[src/rtl/muldiv_unit.sv]
// Iterative 32-bit MULT/MULTU/DIV/DIVU unit with HI/LO registers.
// Each operation takes 32 iteration cycles plus one sign-fix cycle.
module muldiv_unit (
  input  logic        Clk,
  input  logic        Rst_n,
  input  logic        Start,
  input  logic [1:0]  Op,
  input  logic [31:0] A,
  input  logic [31:0] B,
  input  logic        HiWrEn,
  input  logic        LoWrEn,
  output logic        Busy,
  output logic        Done,
  output logic [31:0] Hi,
  output logic [31:0] Lo
);

  typedef enum logic [1:0] {IDLE, CALC, FIX} state_t;

  state_t      state, state_next;
  logic [1:0]  op_q;
  logic [31:0] mag_a, mag_b, raw_a;
  logic        sign_a, sign_b;
  logic [63:0] work;
  logic [4:0]  cnt;

  logic        start_signed;
  logic        is_div;
  logic [32:0] mul_sum;
  logic [32:0] div_trial;
  logic [32:0] div_diff;
  logic [63:0] iter_work;
  logic [63:0] prod_fix;
  logic [31:0] quot_fix, rem_fix;
  logic [31:0] fix_hi, fix_lo;

  assign start_signed = ~Op[0];
  assign is_div       = op_q[1];

  always_comb begin
    state_next = state;
    case (state)
      IDLE:    if (Start) state_next = CALC;
      CALC:    if (cnt == 5'd31) state_next = FIX;
      FIX:     state_next = IDLE;
      default: state_next = IDLE;
    endcase
  end

  always_ff @(posedge Clk) begin
    if (!Rst_n) begin
      state <= IDLE;
      Busy  <= 1'b0;
    end else begin
      state <= state_next;
      Busy  <= (state_next != IDLE);
    end
  end

  // Multiply shifts the accumulator right each step; divide shifts the
  // {remainder, quotient} pair left, pulling in dividend bits MSB first.
  always_comb begin
    mul_sum   = {1'b0, work[63:32]} + (mag_b[cnt] ? {1'b0, mag_a} : 33'd0);
    div_trial = {work[63:32], mag_a[5'd31 - cnt]};
    div_diff  = div_trial - {1'b0, mag_b};
    iter_work = {mul_sum, work[31:1]};
    if (is_div) begin
      if (div_trial >= {1'b0, mag_b})
        iter_work = {div_diff[31:0], work[30:0], 1'b1};
      else
        iter_work = {div_trial[31:0], work[30:0], 1'b0};
    end
  end

  always_comb begin
    prod_fix = (!op_q[0] && (sign_a ^ sign_b)) ? (64'd0 - work) : work;
    quot_fix = (!op_q[0] && (sign_a ^ sign_b)) ? (32'd0 - work[31:0]) : work[31:0];
    rem_fix  = (!op_q[0] && sign_a) ? (32'd0 - work[63:32]) : work[63:32];
    fix_hi   = prod_fix[63:32];
    fix_lo   = prod_fix[31:0];
    if (is_div) begin
      // Divide by zero keeps full latency and reports the raw dividend.
      if (mag_b == 32'd0) begin
        fix_hi = raw_a;
        fix_lo = 32'hFFFF_FFFF;
      end else begin
        fix_hi = rem_fix;
        fix_lo = quot_fix;
      end
    end
  end

  always_ff @(posedge Clk) begin
    if (!Rst_n) begin
      Hi     <= 32'd0;
      Lo     <= 32'd0;
      Done   <= 1'b0;
      cnt    <= 5'd0;
      work   <= 64'd0;
      op_q   <= 2'd0;
      mag_a  <= 32'd0;
      mag_b  <= 32'd0;
      raw_a  <= 32'd0;
      sign_a <= 1'b0;
      sign_b <= 1'b0;
    end else begin
      Done <= (state == FIX);
      case (state)
        IDLE: begin
          if (Start) begin
            op_q   <= Op;
            raw_a  <= A;
            sign_a <= start_signed & A[31];
            sign_b <= start_signed & B[31];
            mag_a  <= (start_signed && A[31]) ? (32'd0 - A) : A;
            mag_b  <= (start_signed && B[31]) ? (32'd0 - B) : B;
            work   <= 64'd0;
            cnt    <= 5'd0;
          end else begin
            if (HiWrEn) Hi <= A;
            if (LoWrEn) Lo <= A;
          end
        end
        CALC: begin
          work <= iter_work;
          cnt  <= cnt + 5'd1;
        end
        FIX: begin
          Hi <= fix_hi;
          Lo <= fix_lo;
        end
        default: ;
      endcase
    end
  end

endmodule

[config.mk]
export PLATFORM = sky130hd
export DESIGN_NAME = muldiv_unit
export DESIGN_NICKNAME = d
export VERILOG_FILES = /design/src/rtl/muldiv_unit.sv
export SDC_FILE = /design/constraint.sdc
export NUM_CORES = 1
export LEC_CHECK = 0
export ABC_AREA = 1
export CAP_MARGIN = 30
export CORE_AREA = 2 2 252 279
export CTS_CLUSTER_SIZE = 30
export DETAILED_ROUTE_END_ITERATION = 16
export DIE_AREA = 0 0 254 281
export MAX_ROUTING_LAYER = met4
export PLACE_DENSITY = 0.53
export RECOVER_POWER = 50
export SYNTH_ARGS = -nofsm -noshare
export SYNTH_HDL_FRONTEND = slang
export SYNTH_SLANG_ARGS = --single-unit
[constraint.sdc]
create_clock -name Clk -period 3.4 [get_ports Clk]
set_clock_uncertainty 0.2 [all_clocks]
set_input_delay 0.68 -clock Clk [delete_from_list [all_inputs] [get_ports Clk]]
set_output_delay 0.68 -clock Clk [all_outputs]
set_load 0.005 [all_outputs]
==> run_results.csv <==
group,metric,value,unit
run_status,outcome,"complete, but fails checks",
run_status,violations,"capacitance limit, slew limit, setup timing",
logic_synthesis,seq_area_frac_synth,0.2318,
global_route,antenna_found_initial,1,
finish,fin_nets,4032,
clocking,cts_hold_buf,0,
clocking,htree_levels,1,
critical_path,worstPathArrival,3730,ps
global_route,grt_usage,0.2748,
critical_path,path_class,"reg2reg",
global_route,grt_pass1_wl,143600,um
floorplanning,io_pins,137,
timing,min_period_over_period,1.030,
power,leakage,12.52,nW
placement,hpwl,77850,um
routing,ant_nets,0,
finish,syn_to_final_growth,30.99,%
clocking,path_clk_slew,60,ps
logic_synthesis,synth.top_cell.area_share,0.2318,
floorplanning,dieWidth,254,um
logic_synthesis,synth_edf_count,0,
global_route,grt_max_degree,120,
placement,gp_congestion,1.015,
timing,slew_headroom,-0.05541,
routing,post-route-drc-count,0,
routing,vias,24780,
logic_synthesis,synthDistinctLibCells,50,
timing,final-max-slew-violation-count,32,
logic_synthesis,synthSimpleGateAreaFrac,0.3947,
placement,dpl-instance-area,0.02455,mm2
timing,fmax,285.6,MHz
finish,drive_gt1_frac,0.1583,
finish,post-route-cell-area,0.02670,mm2
clocking,cts_tree,"yes",
global_route,first_global_vias,23040,
logic_synthesis,netlist_top_cells_count,"nand2_1 (1,025), inv_1 (414), nor2_1 (371)",
logic_synthesis,ys_seq_elements,236,
logic_synthesis,synthMuxAreaShare,0,
timing,postLayoutSetupSlackWorst,-101.6,ps
flow_run,maxCapViolations,1,
timing,period_needed,3502,ps
logic_synthesis,synthArstFlopShare,0,
routing,dr.pass1.iters,8,
timing,setup_viol,19,
routing,drtIter0Drc,2290,
placement,dpl_worst_slack,-510.8,ps
critical_path,cp-start-kind,"flip-flop",
clocking,numCtsBuffers,30,
timing,finalHoldViolCount,0,
logic_synthesis,yosysWarnings,0,
logic_synthesis,synth_top_family_by_area,"simple AND/OR/NAND/NOR gates",
critical_path,required,3630,ps
routing,routed_via_density,5.123,
logic_synthesis,synth.largest_area_cell,"dfxtp_1",
floorplanning,core,0.06849,mm2
logic_synthesis,synth_ff_type,"dfxtp_1",
placement,placedCellCount,4755,
timing,worst_slew_pin_slew,1583,ps
logic_synthesis,synth-adder-area-share,0.04556,
floorplanning,start_util,0.2975,
placement,port_buffers,136,
clocking,clockBufferDepth,3,
clocking,clk_latency,580,ps
routing,wl,98630,um
finish,n_antenna_cell,0,
floorplanning,die-height,281,um
power,powerDensity,375.0,mW/mm2
logic_synthesis,postSynthAreaPerCell,5.702,um2
logic_synthesis,yosysMostFrequentCell,"nand2_1",
clocking,cts_sinks,236,
floorplanning,num_rows,101,
hold_path,hp-class,"reg2reg",
timing,rsz0062_at_grt,"yes",
logic_synthesis,synth.area.top_cells,"dfxtp_1 (23%), nand2_1 (19%), nand3_1 (8.3%)",
logic_synthesis,synthXorXnorAreaFrac,0.04255,
critical_path,crit_path_end_kind,"flip-flop",
power,ir_drop,0.0003686,V
logic_synthesis,synth_cells,3574,
finish,final_cell_count_no_fill,4838,
logic_synthesis,netlist_area,0.02038,mm2
power,total_power,10.01,mW
clocking,clk_root_buffer_cell,"clkbuf_16",
critical_path,crit_fanout,9,
timing,fin_tns_setup,-811.7,ps
logic_synthesis,synth-compound-area-share,0.1736,
logic_synthesis,synth_nets,3718,
global_route,overflow,0,
routing,wl_per_cell,20.39,um
finish,fill_cells,7620,
floorplanning,dieArea,0.07137,mm2
## critical path: stages, from the launching register on
cell and delay, ps:
dfxtp_4 380, inv_6 50, clkbuf_16 150, buf_4 130, a21oi_2 130, o21ai_1 70, nand3_1 100, nand3_2 90
nand2_2 90, buf_12 150, clkbuf_16 160, nor2_1 40, ha_1 330, buf_6 140, nand2_1 100, nor2_2 200
nand2_1 110, o21bai_1 200, nand4_1 110, nand3_1 100, nand2_1 110, inv_1 60, nand2_1 60, a21oi_1 60
## where the power goes
group / total [mW] / internal, mW / switching (mW)
clock network: 3.27 / 1.91 / 1.35
registers: 3.06 / 2.92 / 0.139
logic: 3.69 / 1.29 / 2.40
## path summary, 6_finish.rpt
check / cells past startpoint / to / slack, ps / start
worst max-delay path: 23 / work[57] / -100 / cnt[0]
worst min-delay path: 2 / raw_a[26] / 270 / raw_a[26]
worst max register to register: 23 / work[57] / -100 / cnt[0]
worst min register to register: 2 / raw_a[26] / 270 / raw_a[26]
## registers in the layout (all words and copies together) (netlist names)
| register | count |
|---|---|
| Busy | 1 |
| Done | 1 |
| Hi | 32 |
| Lo | 32 |
| cnt | 5 |
| mag_a | 32 |
| mag_b | 32 |
| op_q | 2 |
| raw_a | 31 |
| sign_a | 1 |
| sign_b | 1 |
| state | 2 |
| work | 64 |
## layout make-up
cell class                 instances  area (um2)  share of cell area
multi-input combinational       2747       14330              0.5366
sequential                       236        4733              0.1773
timing repair buffer             440        3851              0.1443
inverter                         433        1637             0.06130
tap                              927        1160             0.04345
clock buffer                      45       867.1             0.03248
clock inverter                    10       122.6            0.004593
## cells by family after synthesis
group,Yosys count
and+or+nand+nor,1901
AOI/OAI and AO/OA,673
buffers and inverters,592
DFF,236
xor gates and xnor gates,99
adders and majority gates,73
## repair_timing
action	in CTS	in global routing
buffers inserted	15	7
endpoints found under the setup margin	32	32
cloned	3	3
pin swaps	25	25
resized for setup	141	128
## layout by cell type (no fill, tap or decap), types with 6 or more instances in the layout
cell,n
nand2_1,960
inv_1,399
nor2_1,330
nand3_1,324
buf_4,278
o21ai_0,272
a21oi_1,261
dfxtp_1,233
clkdlybuf4s50_1,97
xor2_1,72
nand2_2,63
ha_1,49
nor2_2,42
nand4_1,39
dlygate4sd3_1,38
o21ai_1,36
clkbuf_16,33
a21oi_2,31
nor3_1,30
inv_2,27
nand3b_1,27
xnor2_1,23
nor2_4,19
ha_4,18
nand3_2,16
o211ai_1,15
a31oi_1,12
clkbuf_1,12
buf_12,11
nor3_2,10
nand2_4,9
a22oi_1,8
o31ai_1,7
nor4_1,7
clkbuf_8,6
## per-stage QoR
| step | util | hold slack (ps) |
|---|---|---|
| 3_5_place_dp | 0.3584 | 255.1 |
| 3_3_place_gp | 0.3584 | 253.1 |
| 2_1_floorplan | - | 245.3 |
| 5_1_grt | 0.3898 | 293.1 |
| 4_1_cts | 0.3821 | 264.3 |
| 6_report | 0.3898 | 268.1 |
## routing by layer
| layer | share of wire | vias to the layer above | global-route usage |
|---|---|---|---|
| li1 | - | 12220 | - |
| met1 | 0.41 | 11420 | 0.3353 |
| met2 | 0.47 | 923 | 0.4529 |
| met3 | 0.057 | 220 | 0.02149 |
| met4 | 0.062 | 0 | 0.1427 |
| met5 | 0 | - | - |
Note: power is estimated with default switching activity, not from simulation.
